`src/rtl/alu_matrix_sequencer.sv`:
```
// alu_matrix_sequencer
// Command-level front end for the 3x3 matrix ALU core. Takes one operation
// command and a row-major operand stream, walks the core's sel/eleIn bus
// through load, execute and read-back, and presents the results as a
// valid/ready stream with a last-beat marker.
module alu_matrix_sequencer #(
   parameter int unsigned OP_CYCLES   = 2,
   parameter int unsigned MULT_CYCLES = 6,
   parameter logic [5:0]  PARK_SEL    = 6'd63
) (
   input  logic        clk,
   input  logic        reset,
   input  logic        cmd_valid,
   output logic        cmd_ready,
   input  logic [2:0]  cmd_op,
   input  logic        cmd_keep,
   input  logic [31:0] cmd_scalar,
   input  logic        in_valid,
   output logic        in_ready,
   input  logic [31:0] in_data,
   output logic        out_valid,
   input  logic        out_ready,
   output logic [31:0] out_data,
   output logic        out_last,
   output logic        busy,
   output logic        err,
   output logic [5:0]  mat_sel,
   output logic [31:0] mat_ele_in,
   input  logic [31:0] mat_ele_out
);

   typedef enum logic [2:0] {
      S_IDLE,
      S_LOAD_A,
      S_LOAD_B,
      S_LOAD_K,
      S_EXEC,
      S_RD_SEL,
      S_RD_CAP,
      S_RD_OUT
   } state_t;

   localparam logic [2:0] OP_TRANS  = 3'd0;
   localparam logic [2:0] OP_MUL    = 3'd3;
   localparam logic [2:0] OP_SCALAR = 3'd4;
   localparam logic [2:0] OP_DET    = 3'd5;

   localparam logic [5:0] SEL_B_BASE = 6'd9;
   localparam logic [5:0] SEL_R_BASE = 6'd18;
   localparam logic [5:0] SEL_DET    = 6'd27;
   localparam logic [5:0] SEL_OP_BASE = 6'd28;
   localparam logic [5:0] SEL_SCALAR = 6'd40;

   localparam logic [3:0] LAST_ELEM = 4'd8;
   localparam logic [7:0] OP_LEN    = 8'(OP_CYCLES);
   localparam logic [7:0] MULT_LEN  = 8'(MULT_CYCLES);

   state_t      state_q;
   logic [2:0]  op_q;
   logic [31:0] scalar_q;
   logic [3:0]  elem_q;
   logic [7:0]  exec_q;
   logic [5:0]  sel_q;
   logic [31:0] ele_in_q;
   logic [31:0] out_data_q;
   logic        out_valid_q;
   logic        out_last_q;
   logic        err_q;

   logic [5:0]  op_code_d;
   logic [3:0]  last_idx_d;
   logic [7:0]  exec_len_d;
   logic        needs_b_d;

   // Per-command decode of the latched op: core op code, read length,
   // execute hold time and whether a B operand is loaded.
   always_comb begin
      op_code_d  = SEL_OP_BASE + {3'b000, op_q};
      last_idx_d = (op_q == OP_DET) ? 4'd0 : LAST_ELEM;
      exec_len_d = (op_q == OP_MUL) ? MULT_LEN : OP_LEN;
      needs_b_d  = (op_q != OP_TRANS) && (op_q <= OP_MUL);
   end

   // Handshake flags are pure decodes of the registered state.
   always_comb begin
      cmd_ready = (state_q == S_IDLE);
      busy      = (state_q != S_IDLE);
      in_ready  = (state_q == S_LOAD_A) || (state_q == S_LOAD_B);
   end

   assign out_valid  = out_valid_q;
   assign out_data   = out_data_q;
   assign out_last   = out_last_q;
   assign err        = err_q;
   assign mat_sel    = sel_q;
   assign mat_ele_in = ele_in_q;

   // Sequencer FSM: all core-facing and stream-facing outputs registered here.
   always_ff @(posedge clk or posedge reset) begin
      if (reset) begin
         state_q     <= S_IDLE;
         op_q        <= '0;
         scalar_q    <= '0;
         elem_q      <= '0;
         exec_q      <= '0;
         sel_q       <= PARK_SEL;
         ele_in_q    <= '0;
         out_data_q  <= '0;
         out_valid_q <= 1'b0;
         out_last_q  <= 1'b0;
         err_q       <= 1'b0;
      end else begin
         err_q <= 1'b0;
         case (state_q)
            S_IDLE: begin
               sel_q <= PARK_SEL;
               if (cmd_valid) begin
                  op_q     <= cmd_op;
                  scalar_q <= cmd_scalar;
                  elem_q   <= '0;
                  exec_q   <= '0;
                  if (cmd_op > OP_DET) begin
                     err_q <= 1'b1;
                  end else if (!cmd_keep) begin
                     state_q <= S_LOAD_A;
                  end else if (cmd_op == OP_SCALAR) begin
                     state_q <= S_LOAD_K;
                  end else begin
                     state_q <= S_EXEC;
                  end
               end
            end

            S_LOAD_A: begin
               if (in_valid) begin
                  sel_q    <= {2'b00, elem_q};
                  ele_in_q <= in_data;
                  if (elem_q == LAST_ELEM) begin
                     elem_q <= '0;
                     if (needs_b_d) begin
                        state_q <= S_LOAD_B;
                     end else if (op_q == OP_SCALAR) begin
                        state_q <= S_LOAD_K;
                     end else begin
                        state_q <= S_EXEC;
                     end
                  end else begin
                     elem_q <= elem_q + 4'd1;
                  end
               end else begin
                  sel_q <= PARK_SEL;
               end
            end

            S_LOAD_B: begin
               if (in_valid) begin
                  sel_q    <= SEL_B_BASE + {2'b00, elem_q};
                  ele_in_q <= in_data;
                  if (elem_q == LAST_ELEM) begin
                     elem_q  <= '0;
                     state_q <= S_EXEC;
                  end else begin
                     elem_q <= elem_q + 4'd1;
                  end
               end else begin
                  sel_q <= PARK_SEL;
               end
            end

            S_LOAD_K: begin
               sel_q    <= SEL_SCALAR;
               ele_in_q <= scalar_q;
               state_q  <= S_EXEC;
            end

            // The first EXEC cycle only registers the op code, so the code is
            // visible on mat_sel for exactly exec_len_d cycles before parking.
            S_EXEC: begin
               if (exec_q == exec_len_d) begin
                  sel_q   <= PARK_SEL;
                  exec_q  <= '0;
                  elem_q  <= '0;
                  state_q <= S_RD_SEL;
               end else begin
                  sel_q  <= op_code_d;
                  exec_q <= exec_q + 8'd1;
               end
            end

            S_RD_SEL: begin
               sel_q   <= (op_q == OP_DET) ? SEL_DET : (SEL_R_BASE + {2'b00, elem_q});
               state_q <= S_RD_CAP;
            end

            S_RD_CAP: begin
               out_data_q  <= mat_ele_out;
               out_valid_q <= 1'b1;
               out_last_q  <= (elem_q == last_idx_d);
               state_q     <= S_RD_OUT;
            end

            S_RD_OUT: begin
               if (out_ready) begin
                  out_valid_q <= 1'b0;
                  out_last_q  <= 1'b0;
                  if (elem_q == last_idx_d) begin
                     sel_q   <= PARK_SEL;
                     elem_q  <= '0;
                     state_q <= S_IDLE;
                  end else begin
                     elem_q  <= elem_q + 4'd1;
                     state_q <= S_RD_SEL;
                  end
               end
            end

            default: begin
               state_q <= S_IDLE;
               sel_q   <= PARK_SEL;
            end
         endcase
      end
   end

endmodule

```
`config.mk`:
```
export PLATFORM = sky130hd
export DESIGN_NAME = alu_matrix_sequencer
export DESIGN_NICKNAME = d
export VERILOG_FILES = /design/src/rtl/alu_matrix_sequencer.sv
export SDC_FILE = /design/constraint.sdc
export NUM_CORES = 1
export LEC_CHECK = 0
export BUFFER_PORTS_ARGS = -buffer_cell sky130_fd_sc_hd__buf_2
export CORE_MARGIN = 2
export CORE_UTILIZATION = 25
export CTS_BUF_LIST = sky130_fd_sc_hd__clkbuf_8 sky130_fd_sc_hd__clkbuf_16
export CTS_CLUSTER_DIAMETER = 150
export DETAILED_ROUTE_END_ITERATION = 10
export SLEW_MARGIN = 5
export SYNTH_ARGS = -nofsm -noshare
export SYNTH_HDL_FRONTEND = slang
export SYNTH_SLANG_ARGS = --single-unit
```
`constraint.sdc`:
```
create_clock -name clk -period 6.1 [get_ports clk]
set_input_delay 0.305 -clock clk [delete_from_list [all_inputs] [get_ports clk]]
set_output_delay 0.305 -clock clk [all_outputs]
set_load 0.02 [all_outputs]
```
==> results of run 1 <==
## flip-flops by register name, summed over array words and instances, names as in the netlist, 3 cells and up
signal      cells
op_q            3
exec_q          8
elem_q          4
out_data       32
state_q         3
scalar_q       32
mat_ele_in     32
mat_sel         6
## logic make-up after synthesis
family                   after synthesis
AO/OA/AOI/OAI                        101
flip-flops                           123
XOR/XNOR                               6
AND/OR/NAND/NOR                      111
multiplexers                         103
adder cells (fa/ha/maj)                6
buffers and inverters                 46
## worst paths after layout
check                                   start       endpoint  slack [ns]  cells after the start
worst min-delay path                    reset    out_data[4]       -0.02                      2
worst min register to register  mat_ele_in[8]  mat_ele_in[8]        0.47                      2
min in group clk                cmd_scalar[7]    scalar_q[7]        0.11                      2
worst max register to register     state_q[0]   scalar_q[16]        3.55                      3
max in group asynchronous               reset     state_q[1]        4.73                      3
worst max-delay path               state_q[0]   scalar_q[16]        3.55                      3
## area by class of cell
cell class	instances	area, sq um
clock buffers	19	452.9
diodes	1	2.502
clock inverters	13	117.6
well taps	285	356.6
flip-flops and latches	123	3085
repair buffers	182	915.9
multi-input cells	327	2431
inverters	14	55.05
fillers	2342	15150
## metal layers
metal	up-vias	GRT usage [%]	part of all wire, %
li1	2111	-	-
met1	2104	16.10	46
met2	145	20.29	46
met3	16	4.306	6.5
met4	0	4.806	1.6
met5	-	0	0
## per-stage QoR
| stage | instances | cell area, sq um | utilization, % |
|---|---|---|---|
| global placement | 931 | 6844 | 30.32 |
| detailed placement | 931 | 6844 | 30.32 |
| floorplan | 496 | 5747 | - |
| finish | 964 | 7417 | 32.86 |
| global route | 963 | 7415 | 32.85 |
| CTS | 963 | 7415 | 32.85 |
## placed cells by master, fill, tap and decap left out, types with 3 or more instances in the layout
cell        Yosys  routed
clkinvlp_4      0       4
a31oi_1         5       5
dfstp_2         6       6
mux2_2         65      65
o22ai_1         3       3
nand4_1         3       3
buf_2          13     180
xnor2_1         4       4
inv_1          14      14
o21ai_0        49      49
nor3b_1         3       3
mux2i_1        37      37
nand2b_1        4       4
dfrtp_1       117     117
or3_1           3       3
clkbuf_16       0      17
o21ai_1         4       4
inv_6           0       3
o21a_1          3       3
a21o_1          4       3
a41oi_1         3       3
ha_1            6       6
nor2_1         13      13
nand3_1        11      10
a21oi_1        13      13
nand2_1        53      52
## where the power goes
part | switching [uW] | internal (uW)
combinational | 739 | 545
sequential | 219 | 1140
clock | 393 | 583
==> metrics, run 1 <==
Crit. End Element=flip-flop; Final period util=41.76%; CTS max path bufs=2; actual slew at the worst max-slew pin=1.070 ns; top-count cell post-synth=dfrtp_1; Yosys top cell area share=50.95%; Post-synth EDFFs=0; Synth Net Count=607; first-pass GRT wire length=23.89 mm; Synth area leader=dfrtp_1; static leakage=0.003777 uW; Synth Register Bits=123; CORE AREA=22,570 sq um; kind of critical path=reg -> reg; Avg Cell Area, Syn=11.59 sq um; hold crit path type=in -> async; post-synthesis compound-gate area fraction=between 10% and 20%; Synth cell types=58; fraction of layout cells with a size suffix above 1=44.10%; worst-skew pair later-pin latency=0.42 ns; Avg Vias per Cell=approximately 4.5; status=finished with violations; Worst Path Max Fanout=38; routed wire length=between 10 and 15 mm; Area growth, synth to finish=29.07%; Synth async-reset ratio=100.0%; Min Clock Period, post-route=2.548 ns; post-cts sizing count=0; Clock transition at path regs=0.06 ns; mux contribution to synthesized area=roughly a fifth; Post-Syn Instances=just under 500; chip height=between 150 and 200 um; PD cells=approximately 490 nW/um^2; Starting Density=between 20 and 30%; slowest stage delay, CP=0.88 ns; worst setup slack after layout=3.552 ns; final setup vio count=0; Post-Synth Simple-Gate Area=9.906%; yosys warns=0; Post-CTS Hold Fix Bufs=0; total power=~3600 uW; Data arrival, critical path=2.85 ns; CP Launch Type=flip-flop; Total GRT Usage=~13%; CP max stage cell=and2_2; Final ANT Viol Nets=0; Post-CTS Setup Bufs=0; synth cell count leaders=dfrtp_1, mux2_2, nand2_1; row count=55; Final Net Count=776; fin. max-slew vios=0; DRC=0; Synth Flop Type=dfrtp_1; Fmax=0.3925 GHz; chip width=155.6 um; worst hold margin=-0.02373 ns; First DRT Iteration DRCs=around 240; XOR/XNOR share of the synthesized area=0.9144%; CTS buffer count=17; pre-CTS WS=3.520 ns; sequential element share of the synthesized area=between 50% and 60%; Setup Skew=around 0.017 ns; CTS Sinks=~120; RSZ-0062 raised after global routing=false; Placer Congestion=0.7937; largest net degree at the start of global routing=74; vias in the first global route=4,491; CP required=6.40 ns; maxcap violations=0; routed length per instance=15.48 um; DR pass1 iterations=4; Vias=4,376; area share of fa/ha/maj cells after synthesis=1.306%; Synth area leaders=dfrtp_1, mux2_2, mux2i_1; violated checks=negative hold slack; post-synthesis cell area=5747 sq um; DP HPWL=a little over 10 mm; grt ovf=0; largest family of logic cells by synthesized area=multiplexers; Die ar.=24,220 sq um; CTS tree=yes; Worst slew margin=~29%; family with the most delay on the worst path=simple AND/OR/NAND/NOR gates; initial antenna violation count=1; Port-buffer cells=180; Root Buffer=clkbuf_16; Final Hold Fails=6; worst path cell trace=nor3_1 > and2_2 > mux2_2; Ports=around 180; IR drop worst, VDD=213.9 uV; H-tree depth=4; setup_tns=0 ns; Bufs and invs on worst path=0
Power figures use the tool's default switching activity.
==> run 2, diff against run 1 <==
Settings changed: ABC_AREA from default to 1.
Clock period 6.1 ns to 2.46 ns, I/O delays scaled along.
==> run 2 against run 1 <==
  * The run now ends clean
  * Core utilization is 3.8 points higher
  * Sequential share of layout area is 4.2 points lower
  * Power grew to 2.9 times the previous value
  * Design area is 11% higher
  * Hold slack better by 0.040 ns
  * Largest power group is now combinational logic
  * Area after synthesis is 0.70% lower
  * Non-clock buffer count is 76 higher
  * Largest cell class unchanged
  * Wire length is 6.5% higher
  * Worst setup slack worse by 3.0 ns
  * Die area is 0.68% lower
==> metrics, run 2 <==
Data arrival, critical path=2.23 ns; row count=55; PD cells=roughly 1300 nW/um^2; final setup vio count=0; hold crit path type=in -> reg; CTS Sinks=about 120; Synth Net Count=748; most frequent cells in the layout=nand2_1, buf_2, dfrtp_1; Synth async-reset ratio=100.0%; CTS buffer count=17; r2r endpoint=scalar_q[11]; Final Net Count=1,002; Avg Cell Area, Syn=between 8 and 9 sq um; actual slew at the worst max-slew pin=roughly 1.1 ns; CORE AREA=22,500 sq um; Crit path depth=6; synth cell count leaders=nand2_1, dfrtp_1, inv_1; Clock transition at path regs=0.06 ns; Post-CTS Hold Fix Bufs=71; initial antenna violation count=0; family with the most delay on the worst path=buffers and inverters; worst reg2reg path depth=6; Placer Congestion=0.9320; R2R Setup Slk=between 0.5 and 0.6 ns; Synth Register Bits=123; Area growth, synth to finish=44.75%; post-synthesis cell area=5707 sq um; worst path cell trace=inv_2 > nand2_4 > nor2_4 > inv_1 > nand2_1 > nand2_1; CP max stage cell=inv_1; chip width=155.1 um; worst-skew pair later-pin latency=0.41 ns; Worst slew margin=26.36%; CP required=2.80 ns; Vias=between 5k and 6k; Synth area leaders=dfrtp_1, nand2_1, mux2_2; Synth cell types=30; CP Launch Type=flip-flop; filler cell count=2,256; Setup Skew=about 0.010 ns; maxcap violations=0; most common cell after layout, fill and taps aside=nand2_1; most used cell, CP=nand2_1; Total GRT Usage=13.59%; placed cell areas=6960 sq um; power share of the clock group=23.9%; Root Buffer=clkbuf_16; static leakage=roughly 0.0042 uW; DR pass1 iterations=4; slowest stage delay, CP=0.79 ns; post-cts sizing count=0; Post-Syn Instances=637; DRC=0; top-count cell post-synth=nand2_1; Finished Layout Cells=between 1k and 1.5k; Final Instance Area=8260 sq um; end of the worst hold path=mat_ele_in[26]; IR drop worst, VDD=722.2 uV; sequential element share of the synthesized area=54.07%; CTS tree=yes; Final period util=76.93%; Post-synth EDFFs=0; Worst Path Max Fanout=32; worst hold margin=0.01658 ns; Final Hold Fails=0; switching pwr=around 4200 uW; Ports=roughly 180; Fmax=0.5284 GHz; H-tree depth=4; Synth area leader=dfrtp_1; status=complete, no violations; largest net degree at the start of global routing=between 60 and 70; hold_sp=in_data[26]; dpl cells=approximately 1.1k; grt ovf=0; Final Util=36.71%; Avg Vias per Cell=around 4.4; Yosys top cell area share=51.30%; Post-CTS Setup Bufs=0; Final ANT Viol Nets=0; Synth Flop Type=dfrtp_1; routed wire length=15.89 mm; internal power=6196 uW; setup_tns=0 ns; hold depth=3; yosys warns=0; first-pass GRT wire length=~26 mm; Die ar.=24,050 sq um; DP HPWL=10.80 mm; sequential power share=34.2%; routed length per instance=13.36 um; kind of critical path=reg -> reg; fraction of layout cells with a size suffix above 1=slightly above 30%; fin. max-slew vios=0; chip height=between 150 and 200 um; antenna cells=0; reg2reg start=state_q[2]; RSZ-0062 raised after global routing=false; vias in the first global route=5,248; Bufs and invs on worst path=2; CTS max path bufs=2; Port-buffer cells=180; Starting Density=25.36%; sw frac=between 40 and 50%; First DRT Iteration DRCs=392; combinational share of power=41.9%; Crit. End Element=flip-flop; Min Clock Period, post-route=roughly 1.9 ns
[run 2: cell types whose count changed after synthesis, moves of 9 or more]
cell / before / now
o21ai_0: 49 / 23
nand3_1: 11 / 20
inv_1: 14 / 74
nand2_1: 53 / 199
a22oi_1: 0 / 32
mux2_2: 65 / 28
mux2i_1: 37 / 0
nor2_1: 13 / 24
a21oi_1: 13 / 39
[run 2: worst max path at each step]
| stage | start | end | slack, ns |
|---|---|---|---|
| 2_1_floorplan | reset | elem_q[0] | 0.83 |
| 3_3_place_gp | state_q[0] | mat_ele_in[11] | 0.59 |
| 3_5_place_dp | state_q[0] | mat_ele_in[11] | 0.57 |
| 4_1_cts | state_q[2] | scalar_q[23] | 0.53 |
| 5_1_grt | state_q[2] | scalar_q[14] | 0.31 |
| 6_report | state_q[2] | scalar_q[11] | 0.57 |
[run 2: final cells by class]
class | instances | area (sq um) | share of cell area (%)
multi-input combinational | 412 | 2215 | 26.81
timing repair buffer | 258 | 1714 | 20.75
clock buffer | 20 | 466.7 | 5.650
tap | 285 | 356.6 | 4.317
sequential | 123 | 3085 | 37.35
clock inverter | 12 | 122.6 | 1.484
inverter | 79 | 300.3 | 3.635
[run 2: cells by family after synthesis]
kind of cell	after synthesis	synth area share [%]
fa+ha+maj	6	1.315
compound gates	102	10.48
simple gates	267	19.54
flops	123	54.07
mux	32	6.578
xor+xnor	5	0.7675
buf+inv	102	7.257
[run 2: power groups by stage]
stage          combinational (uW)  clock, uW  sequential [uW]
2_1_floorplan                2250          0             4240
3_3_place_gp                 4230          0             3550
3_5_place_dp                 4280          0             3570
4_1_cts                      4380       2550             3550
5_1_grt                      4890       2660             3680
6_report                     4360       2480             3550
[run 2: layer usage]
metal / global-route usage [%] / vias to the layer above / part of all wire [%]
li1: - / 2558 / -
met1: 17.21 / 2454 / 46
met2: 22.43 / 171 / 46
met3: 4.345 / 14 / 6.9
met4: 3.616 / 0 / 1.1
met5: 0 / - / 0
[run 2: stage by stage]
stage	setup slack, ns	total power, uW
after floorplan	0.8306	6489
after global placement	0.5933	7778
after detailed placement	0.5678	7852
after CTS	0.5330	10480
after global routing	0.3128	11220
final	0.5675	10390
[run 2: worst reg2reg max path, delay by kind of cell (launching register included)]
family | cells | cell delay, ns
flops | 1 | 0.48
buf+inv | 2 | 0.93
simple gates | 4 | 0.43
==> run 3, diff against run 2 <==
Clock period 2.46 ns to 1.55 ns, I/O delays scaled along.
==> run 3 against run 2 <==
  * Non-clock buffer count up 63
  * The flow now finishes with violations (negative setup slack)
  * Wire length is 15% higher
  * Clock skew about the same
  * Critical path depth rose by 2
  * Power increased by 71%
==> metrics, run 3 (same netlist as run 2, synthesis figures left out) <==
CTS max path bufs=2; violated checks=negative setup slack; Min Clock Period, post-route=1.614 ns; CP max stage cell=dfrtp_1; Final Net Count=1,065; IR drop worst, VDD=1064 uV; CORE AREA=22,500 sq um; Placer Congestion=slightly below 0.9; DR pass1 iterations=5; Avg Vias per Cell=4.374; slowest stage delay, CP=0.42 ns; total power=17,810 uW; H-tree depth=4; Port-buffer cells=180; kind of critical path=reg -> reg; routed length per instance=14.55 um; Finished Layout Cells=~1.3k; worst setup slack after layout=-0.06393 ns; grt ovf=0; CP required=1.84 ns; Die ar.=between 20,000 and 25,000 sq um; DRC=0; Starting Density=~25%; hold crit path type=in -> reg; Fmax=0.6196 GHz; reg2reg start=state_q[0]; Data arrival, critical path=1.91 ns; setup_tns=-0.06393 ns; actual slew at the worst max-slew pin=0.3604 ns; end of the worst hold path=out_last; Total GRT Usage=between 10% and 20%; Worst slew margin=around three quarters; fin. max-slew vios=0; Crit. End Element=flip-flop; Vias=5,481; final setup vio count=1; Area growth, synth to finish=59.50%; Worst Path Max Fanout=5; First DRT Iteration DRCs=401; Final Instance Area=9102 sq um; hold_sp=out_ready; pre-CTS WS=-0.01295 ns; Bufs and invs on worst path=3; static leakage=~0.0045 uW; worst path cell trace=nor2_4 > nor2_4 > buf_6 > o21ai_4 > buf_8 > clkbuf_16 > a21oi_1 > a22oi_1; r2r endpoint=mat_ele_in[13]; PD cells=1957 nW/um^2; dpl cells=1,107; R2R Setup Slk=-0.06 ns; status=finished with violations; CTS buffer count=17; worst-skew pair later-pin latency=between 0.4 and 0.5 ns; Setup Skew=0.01021 ns; chip height=155.1 um; initial antenna violation count=1; CP Launch Type=flip-flop; fraction of layout cells with a size suffix above 1=between 30% and 40%; hold depth=4; most frequent cells in the layout=nand2_1, buf_2, dfrtp_1; family with the most delay on the worst path=buffers and inverters; worst reg2reg path depth=8; Root Buffer=clkbuf_16; RSZ-0062 raised after global routing=true; largest net degree at the start of global routing=65; Clock transition at path regs=about 0.06 ns; chip width=~160 um; Ports=181; routed wire length=18.24 mm; row count=55; Final ANT Viol Nets=0; most common cell after layout, fill and taps aside=nand2_1; CTS Sinks=123; maxcap violations=0; DP HPWL=11.01 mm; vias in the first global route=5,719; placed cell areas=7143 sq um; Final Hold Fails=0; CTS tree=yes; Final period util=104.1%; most used cell, CP=nor2_4; first-pass GRT wire length=27.81 mm
==> run 3: area by class of cell <==
class / instances / area, sq um
Inverter: 79 / 300.3
Tap cell: 285 / 356.6
Fill cell: 2169 / 13400
Clock inverter: 13 / 126.4
Multi-Input combinational cell: 412 / 2335
Timing Repair Buffer: 321 / 2440
Antenna cell: 1 / 2.502
Sequential cell: 123 / 3089
Clock buffer: 19 / 452.9
==> run 3: how the worst max path moves through the flow <==
stage                    start        endpoint  slack [ns]  cells after the start
finish              state_q[0]  mat_ele_in[13]       -0.06                      8
global route        state_q[0]  mat_ele_in[13]       -0.13                      8
CTS                 state_q[1]       cmd_ready      -0.002                      5
detailed placement  state_q[0]      mat_sel[4]       -0.01                      9
global placement    state_q[0]      mat_sel[4]       0.003                      9
floorplan                reset       elem_q[0]       -0.03                      1
==> run 3: report_power, final <==
group / internal (uW) / switching [uW] / leakage (uW)
clock network: 2430 / 1480 / 0.000284
logic: 3440 / 4830 / 0.00280
registers: 4780 / 856 / 0.00145
total: 10600 / 7170 / 0.00453
==> run 3: repair_timing <==
action	CTS	global route
hold buffers	100	0
gates cloned	0	7
gates resized for setup	5	54
setup endpoints to repair	2	110
hold endpoints to repair	217	0
setup buffers	0	6
pin swaps	2	17
==> run 3: per-layer routing <==
layer	share of wire (%)	track usage, %
met4	2.3	4.982
met1	42	17.12
met3	6.6	4.373
met2	49	25.21
met5	0	0
==> run 3: worst register-to-register path, cell delays in order, from the launching register on <==
cell	delay (ns)
dfrtp_1	0.42
nor2_4	0.21
nor2_4	0.08
buf_6	0.12
o21ai_4	0.06
buf_8	0.17
clkbuf_16	0.15
a21oi_1	0.04
a22oi_1	0.25
==> run 3: stage by stage <==
step	hold WS [ns]	util (%)
final	0.02454	40.45
after global routing	0.05287	40.45
after CTS	0.002843	38.82
after detailed placement	0.2320	31.74
after global placement	0.2267	31.74
after floorplan	0.1941	-
